<file path="src/rtl/muldiv_pkg.sv">
// Shared op codes, FSM encoding and default width for the multiply/divide unit.
// No logic; constants and types only.
// Imported by muldiv_sequencer and muldiv_iter_step.
package muldiv_pkg;

    localparam int DEFAULT_DATA_WIDTH = 32;

    localparam logic [2:0] OP_NOP   = 3'b000;
    localparam logic [2:0] OP_MULT  = 3'b001;
    localparam logic [2:0] OP_MULTU = 3'b010;
    localparam logic [2:0] OP_DIV   = 3'b011;
    localparam logic [2:0] OP_DIVU  = 3'b100;
    localparam logic [2:0] OP_MFHI  = 3'b101;
    localparam logic [2:0] OP_MFLO  = 3'b110;

    typedef enum logic [1:0] {
        ST_IDLE = 2'd0,
        ST_RUN  = 2'd1,
        ST_FIX  = 2'd2
    } state_t;

    // Ops that start a multi-cycle multiply or divide.
    function automatic logic is_arith_op(input logic [2:0] op);
        return (op == OP_MULT) || (op == OP_MULTU) || (op == OP_DIV) || (op == OP_DIVU);
    endfunction

    // Ops that read HI or LO.
    function automatic logic is_read_op(input logic [2:0] op);
        return (op == OP_MFHI) || (op == OP_MFLO);
    endfunction

endpackage

</file>
<file path="src/rtl/muldiv_iter_step.sv">
// One iteration of shift-add multiply or restoring divide (one quotient bit, MSB first).
// Latency: purely combinational, zero cycles.
// Backpressure: none; the sequencer decides when the result is registered.
module muldiv_iter_step
    import muldiv_pkg::*;
#(
    parameter int DATA_WIDTH = DEFAULT_DATA_WIDTH
) (
    input  logic                      is_div,
    input  logic [2*DATA_WIDTH-1:0]   acc,
    input  logic [2*DATA_WIDTH-1:0]   mcand,
    input  logic [DATA_WIDTH-1:0]     mplier,
    output logic [2*DATA_WIDTH-1:0]   acc_nxt,
    output logic [2*DATA_WIDTH-1:0]   mcand_nxt,
    output logic [DATA_WIDTH-1:0]     mplier_nxt
);

    // Divide reuses the registers: acc low half = partial remainder,
    // mcand low half = divisor, mplier = dividend shifting out / quotient shifting in.
    logic [DATA_WIDTH:0] rem_sh;
    logic [DATA_WIDTH:0] divisor_ext;

    // Compute the next accumulator / operand registers for the selected op class.
    always_comb begin
        acc_nxt     = acc;
        mcand_nxt   = mcand;
        mplier_nxt  = mplier;
        rem_sh      = {acc[DATA_WIDTH-1:0], mplier[DATA_WIDTH-1]};
        divisor_ext = {1'b0, mcand[DATA_WIDTH-1:0]};
        if (is_div) begin
            if (rem_sh >= divisor_ext) begin
                acc_nxt    = {{DATA_WIDTH{1'b0}}, rem_sh[DATA_WIDTH-1:0] - divisor_ext[DATA_WIDTH-1:0]};
                mplier_nxt = {mplier[DATA_WIDTH-2:0], 1'b1};
            end else begin
                acc_nxt    = {{DATA_WIDTH{1'b0}}, rem_sh[DATA_WIDTH-1:0]};
                mplier_nxt = {mplier[DATA_WIDTH-2:0], 1'b0};
            end
        end else begin
            if (mplier[0]) begin
                acc_nxt = acc + mcand;
            end
            mcand_nxt  = mcand << 1;
            mplier_nxt = mplier >> 1;
        end
    end

endmodule

</file>
<file path="src/rtl/muldiv_sequencer.sv">
// Multi-cycle MULT/MULTU/DIV/DIVU with HI/LO pair and MFHI/MFLO reads; optional MULDIV_EARLY_EXIT_EN.
// Latency: DATA_WIDTH RUN cycles + 1 FIX cycle; new HI/LO visible DATA_WIDTH+2 cycles after accept.
// Backpressure: oStall holds arith and read requests while not IDLE; NOP/reserved never stall.
module muldiv_sequencer
    import muldiv_pkg::*;
#(
    parameter int DATA_WIDTH = DEFAULT_DATA_WIDTH,
    parameter int CNT_WIDTH  = 6
) (
    input  logic                  iClk,
    input  logic                  iRst_n,
    input  logic                  iValid,
    input  logic [2:0]            iOp,
    input  logic [DATA_WIDTH-1:0] iRs,
    input  logic [DATA_WIDTH-1:0] iRt,
    output logic                  oStall,
    output logic                  oBusy,
    output logic [DATA_WIDTH-1:0] oResult,
    output logic                  oResultValid,
    output logic [DATA_WIDTH-1:0] oHI,
    output logic [DATA_WIDTH-1:0] oLO
);

    localparam int W = DATA_WIDTH;

    state_t             state, state_nxt;
    logic [CNT_WIDTH-1:0] cnt;
    logic               is_div_r;
    logic               neg_res_r;   // product / quotient sign flip
    logic               rs_neg_r;    // remainder follows dividend sign
    logic [2*W-1:0]     acc, mcand;
    logic [W-1:0]       mplier, rs_raw, hi, lo;

    logic [2*W-1:0]     acc_nxt, mcand_nxt;
    logic [W-1:0]       mplier_nxt;

    logic               arith_req, read_req, accept, last_iter;
    logic               signed_op, rs_neg, rt_neg, op_div;
    logic [W-1:0]       rs_abs, rt_abs;
    logic [2*W-1:0]     prod_fix;
    logic [W-1:0]       hi_fix, lo_fix;

    muldiv_iter_step #(.DATA_WIDTH(W)) u_step (
        .is_div     (is_div_r),
        .acc        (acc),
        .mcand      (mcand),
        .mplier     (mplier),
        .acc_nxt    (acc_nxt),
        .mcand_nxt  (mcand_nxt),
        .mplier_nxt (mplier_nxt)
    );

    // Request decode, handshake and operand magnitude/sign extraction.
    always_comb begin
        arith_req = iValid && is_arith_op(iOp);
        read_req  = iValid && is_read_op(iOp);
        oStall    = (arith_req || read_req) && (state != ST_IDLE);
        accept    = arith_req && !oStall;
        signed_op = (iOp == OP_MULT) || (iOp == OP_DIV);
        op_div    = (iOp == OP_DIV) || (iOp == OP_DIVU);
        rs_neg    = signed_op && iRs[W-1];
        rt_neg    = signed_op && iRt[W-1];
        rs_abs    = rs_neg ? -iRs : iRs;
        rt_abs    = rt_neg ? -iRt : iRt;
    end

    // Read port and status outputs; reads are served only while IDLE.
    always_comb begin
        oBusy        = (state != ST_IDLE);
        oResultValid = read_req && (state == ST_IDLE);
        oResult      = '0;
        if (oResultValid) begin
            oResult = (iOp == OP_MFHI) ? hi : lo;
        end
        oHI = hi;
        oLO = lo;
    end

    // Sign correction and divide-by-zero override applied in FIX.
    always_comb begin
        prod_fix = neg_res_r ? -acc : acc;
        hi_fix   = prod_fix[2*W-1:W];
        lo_fix   = prod_fix[W-1:0];
        if (is_div_r) begin
            if (mcand[W-1:0] == '0) begin
                lo_fix = '1;
                hi_fix = rs_raw;
            end else begin
                lo_fix = neg_res_r ? -mplier : mplier;
                hi_fix = rs_neg_r ? -acc[W-1:0] : acc[W-1:0];
            end
        end
    end

    // Next-state logic; a multiply may leave RUN early once the multiplier is exhausted.
    always_comb begin
        state_nxt = state;
        last_iter = (cnt == CNT_WIDTH'(W-1));
`ifdef MULDIV_EARLY_EXIT_EN
        if (!is_div_r && (mplier_nxt == '0)) begin
            last_iter = 1'b1;
        end
`endif
        case (state)
            ST_IDLE: if (accept) state_nxt = ST_RUN;
            ST_RUN:  if (last_iter) state_nxt = ST_FIX;
            ST_FIX:  state_nxt = ST_IDLE;
            default: state_nxt = ST_IDLE;
        endcase
    end

    // FSM state register.
    always_ff @(posedge iClk) begin
        if (!iRst_n) begin
            state <= ST_IDLE;
        end else begin
            state <= state_nxt;
        end
    end

    // Datapath: load operands on accept, iterate in RUN, commit HI/LO in FIX.
    always_ff @(posedge iClk) begin
        if (!iRst_n) begin
            cnt       <= '0;
            is_div_r  <= 1'b0;
            neg_res_r <= 1'b0;
            rs_neg_r  <= 1'b0;
            acc       <= '0;
            mcand     <= '0;
            mplier    <= '0;
            rs_raw    <= '0;
            hi        <= '0;
            lo        <= '0;
        end else begin
            case (state)
                ST_IDLE: begin
                    if (accept) begin
                        cnt       <= '0;
                        is_div_r  <= op_div;
                        neg_res_r <= rs_neg ^ rt_neg;
                        rs_neg_r  <= rs_neg;
                        acc       <= '0;
                        rs_raw    <= iRs;
                        mcand     <= {{W{1'b0}}, (op_div ? rt_abs : rs_abs)};
                        mplier    <= op_div ? rs_abs : rt_abs;
                    end
                end
                ST_RUN: begin
                    acc    <= acc_nxt;
                    mcand  <= mcand_nxt;
                    mplier <= mplier_nxt;
                    cnt    <= cnt + CNT_WIDTH'(1);
                end
                ST_FIX: begin
                    hi  <= hi_fix;
                    lo  <= lo_fix;
                    cnt <= '0;
                end
                default: ;
            endcase
        end
    end

endmodule

</file>
<file path="config.mk">
export PLATFORM = sky130hd
export DESIGN_NAME = muldiv_sequencer
export DESIGN_NICKNAME = d
export VERILOG_FILES = /design/src/rtl/muldiv_pkg.sv /design/src/rtl/muldiv_iter_step.sv /design/src/rtl/muldiv_sequencer.sv
export SDC_FILE = /design/constraint.sdc
export NUM_CORES = 1
export LEC_CHECK = 0
export ABC_AREA = 1
export CAP_MARGIN = 20
export CORE_MARGIN = 4
export CORE_UTILIZATION = 40
export CTS_CLUSTER_DIAMETER = 80
export DETAILED_ROUTE_END_ITERATION = 16
export GPL_TIMING_DRIVEN = 0
export PLACE_DENSITY_LB_ADDON = 0.05
export SLEW_MARGIN = 20
export SYNTH_ARGS = -nofsm -noshare
export SYNTH_HDL_FRONTEND = slang
export SYNTH_SLANG_ARGS = --single-unit
</file>
<file path="constraint.sdc">
create_clock -name iClk -period 3.05 [get_ports iClk]
set_input_delay 0.61 -clock iClk [delete_from_list [all_inputs] [get_ports iClk]]
set_output_delay 0.61 -clock iClk [all_outputs]
set_load 0.01 [all_outputs]
</file>
==> flow_summary_export.csv, run 1 <==
group,metric,value,unit
synth,ys_seq_elements,267,
timing,tightest_slew,1.19,ns
timing,finalCritPeriodShare,98.5,%
timing,fin_ws,0.0460,ns
global_route,use_met1,51.4,%
pwr,p_int,0.00710,W
pwr,p_per_area,390,mW/mm^2
die,die_area,0.0699,sq mm
pwr,seq_power_share,33.0,%
worst_setup_path,cp-end-kind,"register",
global_route,grt_pass1_wl,199,mm
die,io_pins,169,
pwr,ir_drop,0.000376,V
detailed_routing,routedWlPerCell,23.6,um
clocking,cts_made_buffers,34,
clocking,numClockSinks,267,
detailed_routing,detail-route-antenna-nets,0,
placement,gp_congestion,1.11,
cells_and_area,area_delta_synth_final,14.7,%
timing,relSlewSlack,20.5,%
timing,final_hold_viol_count,0,
pwr,p_comb_share,31.5,%
cells_and_area,drive_above_1_share,4.46,%
detailed_routing,drt_iter0_drc,4010,
timing,hold-worst-slack,0.478,ns
global_route,grt_max_degree,15,
placement,pre_cts_slack,-0.575,ns
timing,skew,0.0135,ns
pwr,swShare,39.6,%
synth,ys_seq_area_share,20.3,%
placement,placedCellCount,5776,
pwr,leakage,14.4,nW
cells_and_area,num_antenna_cells,0,
placement,dpl.hpwl,115,mm
clocking,clockBufferDepth,3,
timing,rsz0062_at_grt,"false",
flow_run,drv_cap,0,
clocking,clk_pin_slew,0.06,ns
synth,ys.warnings.count,0,
timing,layout_min_cycle_time,3.00,ns
worst_hold_path,hp-class,"reg2reg",
clocking,cts_tree,"built",
clocking,htree_levels,2,
global_route,grt_pass1_vias,30200,
timing,slew_violations,0,
die,rows,93,
worst_setup_path,crit_type,"reg2reg",
placement,port_buffers,167,
synth,syn-cell-area,0.0263,sq mm
detailed_routing,routed-via-count,33000,
synth,yosys-top-cells-area,"nand2_1 (21%), dfxtp_1 (20%), inv_1 (8.9%), a21oi_1 (8.6%), nand3_1 (8.6%)",
synth,netlist.area_leader.share,21.4,%
worst_setup_path,worstSetupStartpointType,"register",
synth,ys_types,49,
die,fp.dieH,264,um
die,coreArea,0.0647,sq mm
placement,place_area,0.0290,sq mm
cells_and_area,fin_area,0.0301,sq mm
run_status,status,"complete, no violations",
global_route,grt_busiest_layer,"met2",
detailed_routing,wl,138,mm
worst_setup_path,cp.required,3.45,ns
global_route,use_met2,58.3,%
pwr,p_clk_share,35.5,%
synth,synth_cells,4754,
timing,fmax,333,MHz
worst_setup_path,crit_fanout,7,
synth,yosysTopAreaCell,"nand2_1",
cells_and_area,stdcell_count,5835,
global_route,antenna_found_initial,0,
synth,syn_nets,4926,
synth,postSynthAreaPerCell,5.53,sq um
clocking,clk_latency,0.55,ns
detailed_routing,viasPerCell,5.65,
timing,setup_viol,0,
die,die_w,264,um
detailed_routing,drtPass1Iterations,6,
pwr,power_switching,0.00465,W
global_route,track_usage,37.6,%
global_route,gr-total-overflow,0,
detailed_routing,drc_errors,0,
global_route,globalRouteMet3Util,6.49,%
clocking,cts-root-buf,"clkbuf_16",
pwr,power,0.0117,W
worst_setup_path,cp_data_arrival_time,3.40,ns
cells_and_area,design.final.nets,5129,
die,initial_core_util,40.6,%
[power groups by stage]
stage / combinational [W] / clock (W) / sequential (W)
floorplan: 0.00228 / 0 / 0.00381
global placement: 0.00356 / 0 / 0.00393
detailed placement: 0.00356 / 0 / 0.00393
CTS: 0.00358 / 0.00420 / 0.00386
global route: 0.00397 / 0.00433 / 0.00387
finish: 0.00370 / 0.00417 / 0.00387
[final timing paths]
path	slack (ns)	end	from	depth (start not counted)
setup / recovery	0.05	acc[60]	acc[0]	15
hold reg to reg	0.48	mcand[63]	mcand[63]	2
setup reg to reg	0.05	acc[60]	acc[0]	15
hold / removal	0.48	mcand[63]	mcand[63]	2
[critical path: stages, from the launching register on]
cell	delay [ns]
dfxtp_2	0.45
ha_2	0.32
inv_1	0.08
fa_1	0.43
inv_2	0.15
nand3_1	0.10
nand3_2	0.16
nand2_1	0.08
nand3_1	0.21
nand2_1	0.11
nand2_1	0.19
nand3_1	0.23
nand2_1	0.12
nand2_1	0.05
nand3_1	0.09
a21oi_1	0.07
[placed cells by master, fill, tap and decap left out, types with 9 or more instances in the layout]
master,netlist,routed
buf_2,31,31
clkbuf_2,0,30
o211ai_1,51,51
o21ai_0,256,256
nor2_2,12,11
clkdlybuf4s50_1,0,134
o21ai_1,17,16
nand3b_1,34,34
a21oi_1,453,453
dfxtp_2,0,15
nor2_1,438,436
a22oi_1,14,14
clkbuf_16,0,35
nand2_1,1500,1500
inv_1,624,620
inv_2,18,22
clkbuf_1,130,118
o21bai_1,12,12
dfxtp_1,267,252
nor2_4,8,11
o22ai_1,9,9
nand3_1,450,448
ha_1,100,99
nand4_1,57,57
xnor2_1,27,27
xor2_1,78,77
buf_1,21,21
a31oi_1,16,16
a221oi_1,22,22
nor4_1,12,12
nor3_1,41,40
[flip-flops by register name (all words and copies together) (netlist names)]
signal	flops
is_div_r	1
oHI	32
neg_res_r	1
oLO	32
rs_raw	32
state	2
mplier	32
cnt	6
acc	64
rs_neg_r	1
mcand	64
[cells in the mapped netlist (all sizes together)]
| cell type | instances |
|---|---|
| a211oi | 1 |
| nand2b | 1 |
| o41ai | 1 |
| o21bai | 13 |
| inv | 642 |
| clkbuf | 130 |
| nor4 | 12 |
| a21o | 3 |
| buf | 59 |
| xnor2 | 27 |
| dfxtp | 267 |
| ha | 100 |
| o21a | 4 |
| or2 | 7 |
| a41oi | 1 |
| a21oi | 457 |
| o22ai | 9 |
| nand4 | 57 |
| fa | 2 |
| a31oi | 16 |
| o211ai | 51 |
| and3 | 1 |
| xor2 | 78 |
| nand3b | 34 |
| o31ai | 4 |
| nor2 | 458 |
| a22oi | 14 |
| nand2 | 1510 |
| nand3 | 455 |
| a21boi | 1 |
| o21ai | 276 |
| a221oi | 22 |
| nor3 | 41 |
[per-layer routing]
metal	part of all wire (%)	vias to the layer above
met4	5.2	0
met5	0	-
li1	-	15800
met1	43	15400
met3	8.9	292
met2	43	1507
[cell type report]
type / instances / area (sq um)
fill: 7438 / 34600
clock inverter: 17 / 176
sequential: 267 / 5360
buffer: 187 / 808
multi-input combinational: 3656 / 17800
tap: 855 / 1070
clock buffer: 42 / 952
timing repair buffer: 169 / 1570
inverter: 642 / 2410
[kinds of logic after synthesis]
family | share of synthesized area (%)
AOI/OAI and AO/OA | 18.1
adders and majority gates | 4.91
xor gates and xnor gates | 3.50
DFF | 20.3
buffers and inverters | 12.2
and+or+nand+nor | 41.0
[through the flow]
stage	TNS, ns	utilization, %
floorplan	0	-
global route	0	46.6
CTS	0	46.6
detailed placement	-23.88	44.9
global placement	-23.28	44.9
finish	0	46.6
[what timing repair did]
action	in CTS	in global routing
hold endpoints to repair	0	0
gates resized for setup	50	77
endpoints found under the setup margin	46	70
setup buffers	2	0
pin swaps	2	1
hold buffers	0	0
Note: power is estimated with default switching activity, not from simulation.
==> inputs of run 2 (changes only) <==
--- a/config.mk
+++ b/config.mk
@@ -7,7 +7,7 @@
 export LEC_CHECK = 0
 export ABC_AREA = 1
 export CAP_MARGIN = 20
-export CORE_MARGIN = 4
+export CORE_MARGIN = 2
 export CORE_UTILIZATION = 40
 export CTS_CLUSTER_DIAMETER = 80
 export DETAILED_ROUTE_END_ITERATION = 16
==> constraint.sdc (replaced) <==
create_clock -name iClk -period 3.05 [get_ports iClk]
set_input_delay 0.305 -clock iClk [delete_from_list [all_inputs] [get_ports iClk]]
set_output_delay 0.305 -clock iClk [all_outputs]
set_load 0.01 [all_outputs]
==> run 2 against run 1 <==
The run now ends with setup timing left. Global-route usage up 2.1 points. Maximum frequency down 2.2%. Worst setup slack worse by 0.066 ns. Sequential share of layout area down 0.055 points. Sequential power about the same. Clock power up 2%. Clock skew up 0.020 ns. Combinational power about the same.
==> flow_summary_export.csv, run 2 (same netlist as run 1, synthesis figures left out) <==
group,metric,value,unit
global_route,use_met1,53.5,%
detailed_routing,detail-route-antenna-nets,0,
timing,slew_violations,0,
clocking,ctsHoldBuffers,0,
timing,finalSetupTns,-0.0200,ns
clocking,clk_latency,0.57,ns
clocking,numClockSinks,267,
global_route,antenna_found_initial,3,
placement,pre_cts_slack,-0.0656,ns
worst_setup_path,cp_data_arrival_time,3.47,ns
cells_and_area,largestRegisters,"acc: 64 flops, mcand: 64 flops",
die,rows,93,
cells_and_area,area_delta_synth_final,14.8,%
global_route,grt_pass1_wl,199,mm
die,coreArea,0.0647,sq mm
worst_setup_path,cp-end-kind,"register",
global_route,track_usage,39.6,%
placement,port_buffers,167,
timing,setup_viol,1,
placement,dpl.hpwl,115,mm
clocking,cts-root-buf,"clkbuf_16",
global_route,globalRouteMet3Util,6.92,%
clocking,htree_levels,2,
pwr,p_per_area,391,mW/mm^2
die,initial_core_util,40.6,%
global_route,use_met2,61.5,%
cells_and_area,drive_above_1_share,3.58,%
timing,fmax,326,MHz
run_status,violations,"setup timing",
timing,finalCritPeriodShare,101,%
die,fp.dieH,260,um
global_route,grt_busiest_layer,"met2",
placement,gp_congestion,1.07,
worst_setup_path,worstSetupStartpointType,"register",
worst_hold_path,hp-class,"in2reg",
timing,skew,0.0332,ns
cells_and_area,fin_area,0.0302,sq mm
clocking,clk_pin_slew,0.06,ns
timing,relSlewSlack,20.4,%
timing,fin_ws,-0.0200,ns
detailed_routing,viasPerCell,5.63,
die,die_area,0.0678,sq mm
clocking,clockBufferDepth,3,
timing,tightest_slew,1.19,ns
worst_setup_path,cp.required,3.45,ns
global_route,gr-total-overflow,0,
detailed_routing,routed-via-count,32800,
timing,rsz0062_at_grt,"true",
detailed_routing,drc_errors,0,
cells_and_area,design.final.nets,5128,
worst_setup_path,crit_fanout,10,
run_status,status,"finished, violations left",
die,io_pins,169,
timing,final_hold_viol_count,0,
cells_and_area,mostFrequentLayoutCells,"nand2_1 (1500), inv_1 (622), a21oi_1 (452)",
placement,place_area,0.0290,sq mm
detailed_routing,drtPass1Iterations,6,
worst_setup_path,crit_type,"reg2reg",
global_route,grt_pass1_vias,30200,
flow_run,drv_cap,0,
detailed_routing,wl,137,mm
global_route,grt_max_degree,14,
die,die_w,260,um
clocking,cts_made_buffers,34,
pwr,ir_drop,0.000577,V
pwr,leakage,14.2,nW
detailed_routing,routedWlPerCell,23.5,um
pwr,power,0.0118,W
clocking,cts_tree,"built",
timing,layout_min_cycle_time,3.07,ns
cells_and_area,final_common_cell,"nand2_1",
cells_and_area,num_antenna_cells,0,
detailed_routing,drt_iter0_drc,3903,
run 2: per-layer routing:
| layer | vias up | share of wire [%] |
|---|---|---|
| li1 | 15800 | - |
| met1 | 15200 | 43 |
| met2 | 1500 | 43 |
| met3 | 297 | 9.3 |
| met4 | 2 | 5.4 |
| met5 | - | 0.0051 |
run 2: timing repair:
item,CTS,global route
resized for setup,3,20
setup buffers,0,0
hold endpoints to repair,0,0
endpoints found under the setup margin,34,65
run 2: stage by stage:
step	utilization, %	hold slack (ns)	instances
finish	46.6	0.406	5834
global route	46.6	0.424	5834
CTS	46.6	0.390	5835
detailed placement	44.9	0.472	5776
global placement	44.9	0.465	5776
floorplan	-	0.441	4754
run 2: critical path, cell delays in order (launching register included):
cell and delay (ns):
dfxtp_1 0.77, buf_2 0.45, clkbuf_1 0.51, o21ai_0 0.43, o21ai_0 0.60, a21oi_1 0.13
run 2: layout make-up:
type                    count  area, sq um
fillers                  7477        34500
multi-input cells        3656        17700
flip-flops and latches    267         5360
inverters                 642         2410
repair buffers            167         1670
well taps                 855         1070
clock buffers              42          921
plain buffers             188          796
clock inverters            17          205
run 2: worst paths after layout:
kind / from / end / slack (ns) / cells past startpoint
setup / recovery: neg_res_r / oLO[13] / -0.02 / 5
setup reg to reg: neg_res_r / oLO[13] / -0.02 / 5
hold / removal: iRs[15] / rs_raw[15] / 0.41 / 3
hold reg to reg: mcand[63] / mcand[63] / 0.48 / 2
run 2: power breakdown:
group          switching, W  internal (W)  leakage (nW)  total, W
combinational       0.00264       0.00104          11.5   0.00368
clock               0.00180       0.00243         0.551   0.00424
sequential         0.000237       0.00363          2.17   0.00387
==> inputs of run 3 (changes only) <==
==> constraint.sdc (replaced) <==
create_clock -name iClk -period 3.05 [get_ports iClk]
set_input_delay 0.305 -clock iClk [delete_from_list [all_inputs] [get_ports iClk]]
set_output_delay 0.305 -clock iClk [all_outputs]
set_load 0.005 [all_outputs]
==> run 3 against run 2 <==
The run now ends clean. Hold slack got worse by 0.00067 ns. Global-route usage did not move. Total power barely moved. Register-to-register slack improved by 0.03 ns. Critical path depth rose by 8. Via count barely moved. Clock skew barely moved. Sequential power barely moved. Largest cell class unchanged. Highest routed layer unchanged.
==> flow_summary_export.csv, run 3 (same netlist as run 1, synthesis figures left out) <==
group,metric,value,unit
clocking,cts_tree,"built",
timing,setup_viol,0,
timing,layout_min_cycle_time,3.04,ns
global_route,gr-total-overflow,0,
cells_and_area,final_common_cell,"nand2_1",
worst_setup_path,slowest_delay,0.81,ns
die,initial_core_util,40.6,%
global_route,grt_max_degree,14,
placement,port_buffers,167,
clocking,cts-root-buf,"clkbuf_16",
timing,fmax,329,MHz
global_route,grt_pass1_wl,199,mm
worst_setup_path,crit_family,"simple AND/OR/NAND/NOR gates",
run_status,status,"complete, no violations",
global_route,track_usage,39.6,%
timing,skew,0.0328,ns
cells_and_area,mostFrequentLayoutCells,"nand2_1 (1500), inv_1 (622), a21oi_1 (452)",
detailed_routing,drc_errors,0,
worst_setup_path,crit_type,"reg2reg",
die,fp.dieH,260,um
die,die_w,260,um
detailed_routing,detail-route-antenna-nets,0,
die,coreArea,0.0647,sq mm
detailed_routing,wl_met1,58.3,mm
worst_setup_path,cp_common_cell,"nand2_1",
worst_setup_path,cp.required,3.48,ns
worst_setup_path,crit_fanout,10,
cells_and_area,design.final.nets,5128,
clocking,clk_latency,0.57,ns
clocking,numClockSinks,267,
clocking,htree_levels,2,
flow_run,drv_cap,0,
worst_setup_path,crit_path_top_delay_cell,"dfxtp_1",
global_route,antenna_found_initial,3,
placement,dpl.hpwl,115,mm
cells_and_area,fillers,7477,
detailed_routing,top_layer,"met5",
clocking,cts_setup_buffers,0,
timing,tightest_slew,1.20,ns
die,rows,93,
cells_and_area,drive_above_1_share,3.55,%
detailed_routing,routed-via-count,32900,
detailed_routing,drt_iter0_drc,3913,
detailed_routing,met3_length,12.9,mm
worst_setup_path,cp-end-kind,"register",
clocking,clk_pin_slew,0.06,ns
detailed_routing,viasPerCell,5.63,
global_route,grt_pass1_vias,30200,
timing,relSlewSlack,20.3,%
detailed_routing,routedWlPerCell,23.5,um
cells_and_area,stdcell_count,5834,
timing,fin_ws,0.00663,ns
timing,final_hold_viol_count,0,
detailed_routing,drtPass1Iterations,6,
timing,slew_violations,0,
worst_hold_path,hp-class,"in2reg",
clocking,clockBufferDepth,3,
cells_and_area,num_antenna_cells,0,
cells_and_area,area_delta_synth_final,14.8,%
cells_and_area,largestRegisters,"acc: 64 flops, mcand: 64 flops",
clocking,cts_made_buffers,34,
timing,finalCritPeriodShare,99.8,%
die,die_area,0.0678,sq mm
placement,pre_cts_slack,-0.0656,ns
pwr,leakage,14.2,nW
pwr,p_per_area,391,mW/mm^2
worst_setup_path,cp_data_arrival_time,3.47,ns
detailed_routing,wl,137,mm
placement,placedCellCount,5776,
worst_setup_path,worstSetupStartpointType,"register",
worst_setup_path,crit_chain,"ha_1 > nand2_1 > nor2_1 > nand3_1 > nand3b_1 > nand2_1 > nor2_4 > nand2_8 > nor2_4 > buf_6 > nand2_1 > nand3_1 > a21oi_1",
placement,gp_congestion,1.07,
cells_and_area,regArea,0.00536,sq mm
timing,rsz0062_at_grt,"true",
detailed_routing,met2_length,58.5,mm
clocking,ctsHoldBuffers,0,
cells_and_area,multi_input_area,0.0177,sq mm
worst_setup_path,cp.buffers_inverters,1,
die,io_pins,169,
pwr,ir_drop,0.000577,V
## run 3: changes by cell type in the layout (fill, tap and decap cells not counted)
cell	change
clkbuf_1	+1
clkbuf_2	-1
## run 3: per-layer routing
layer  vias to the layer above  GRT usage (%)
met5                         -              0
met1                     15200           53.5
li1                      15800              -
met2                      1539           61.5
met4                         2           18.1
met3                       303           6.92
## run 3: per-stage QoR
step                util [%]  instance area [sq um]  power (W)  hold slack, ns  setup TNS [ns]
detailed placement      44.9                  29000    0.00748           0.472          -0.390
global placement        44.9                  29000    0.00748           0.465           -1.59
floorplan                  -                  26300    0.00608           0.441               0
global route            46.6                  30200     0.0122           0.424         -0.0634
CTS                     46.6                  30200     0.0117           0.390               0
finish                  46.6                  30200     0.0118           0.405               0
## run 3: power by group
| group | switching [W] | internal, W | total (W) |
|---|---|---|---|
| clock network | 0.00180 | 0.00243 | 0.00424 |
| logic | 0.00264 | 0.00104 | 0.00368 |
| registers | 0.000237 | 0.00363 | 0.00387 |
## run 3: layout make-up
class | count | share of cell area (%)
repair buffers | 167 | 5.54
clock buffers | 42 | 3.05
plain buffers | 188 | 2.63
flip-flops and latches | 267 | 17.7
multi-input cells | 3656 | 58.8
inverters | 642 | 7.99
well taps | 855 | 3.55
clock inverters | 17 | 0.680
## run 3: final timing paths
| check | startpoint | to | slack, ns | depth (start not counted) |
|---|---|---|---|---|
| max | acc[24] | acc[24] | 0.007 | 13 |
| min | iRs[15] | rs_raw[15] | 0.41 | 3 |
| max reg2reg | acc[24] | acc[24] | 0.007 | 13 |
| min reg2reg | mcand[63] | mcand[63] | 0.48 | 2 |
## run 3: what timing repair did
action                     4_1_cts  5_1_grt
pin swaps                        0        0
setup endpoints to repair       33       47
gates resized for setup          3       18
## run 3: tightest hold or removal path: cells and delay by family
family / cells / cell delay, ns
buf+inv: 2 / 0.54
compound gates: 1 / 0.08
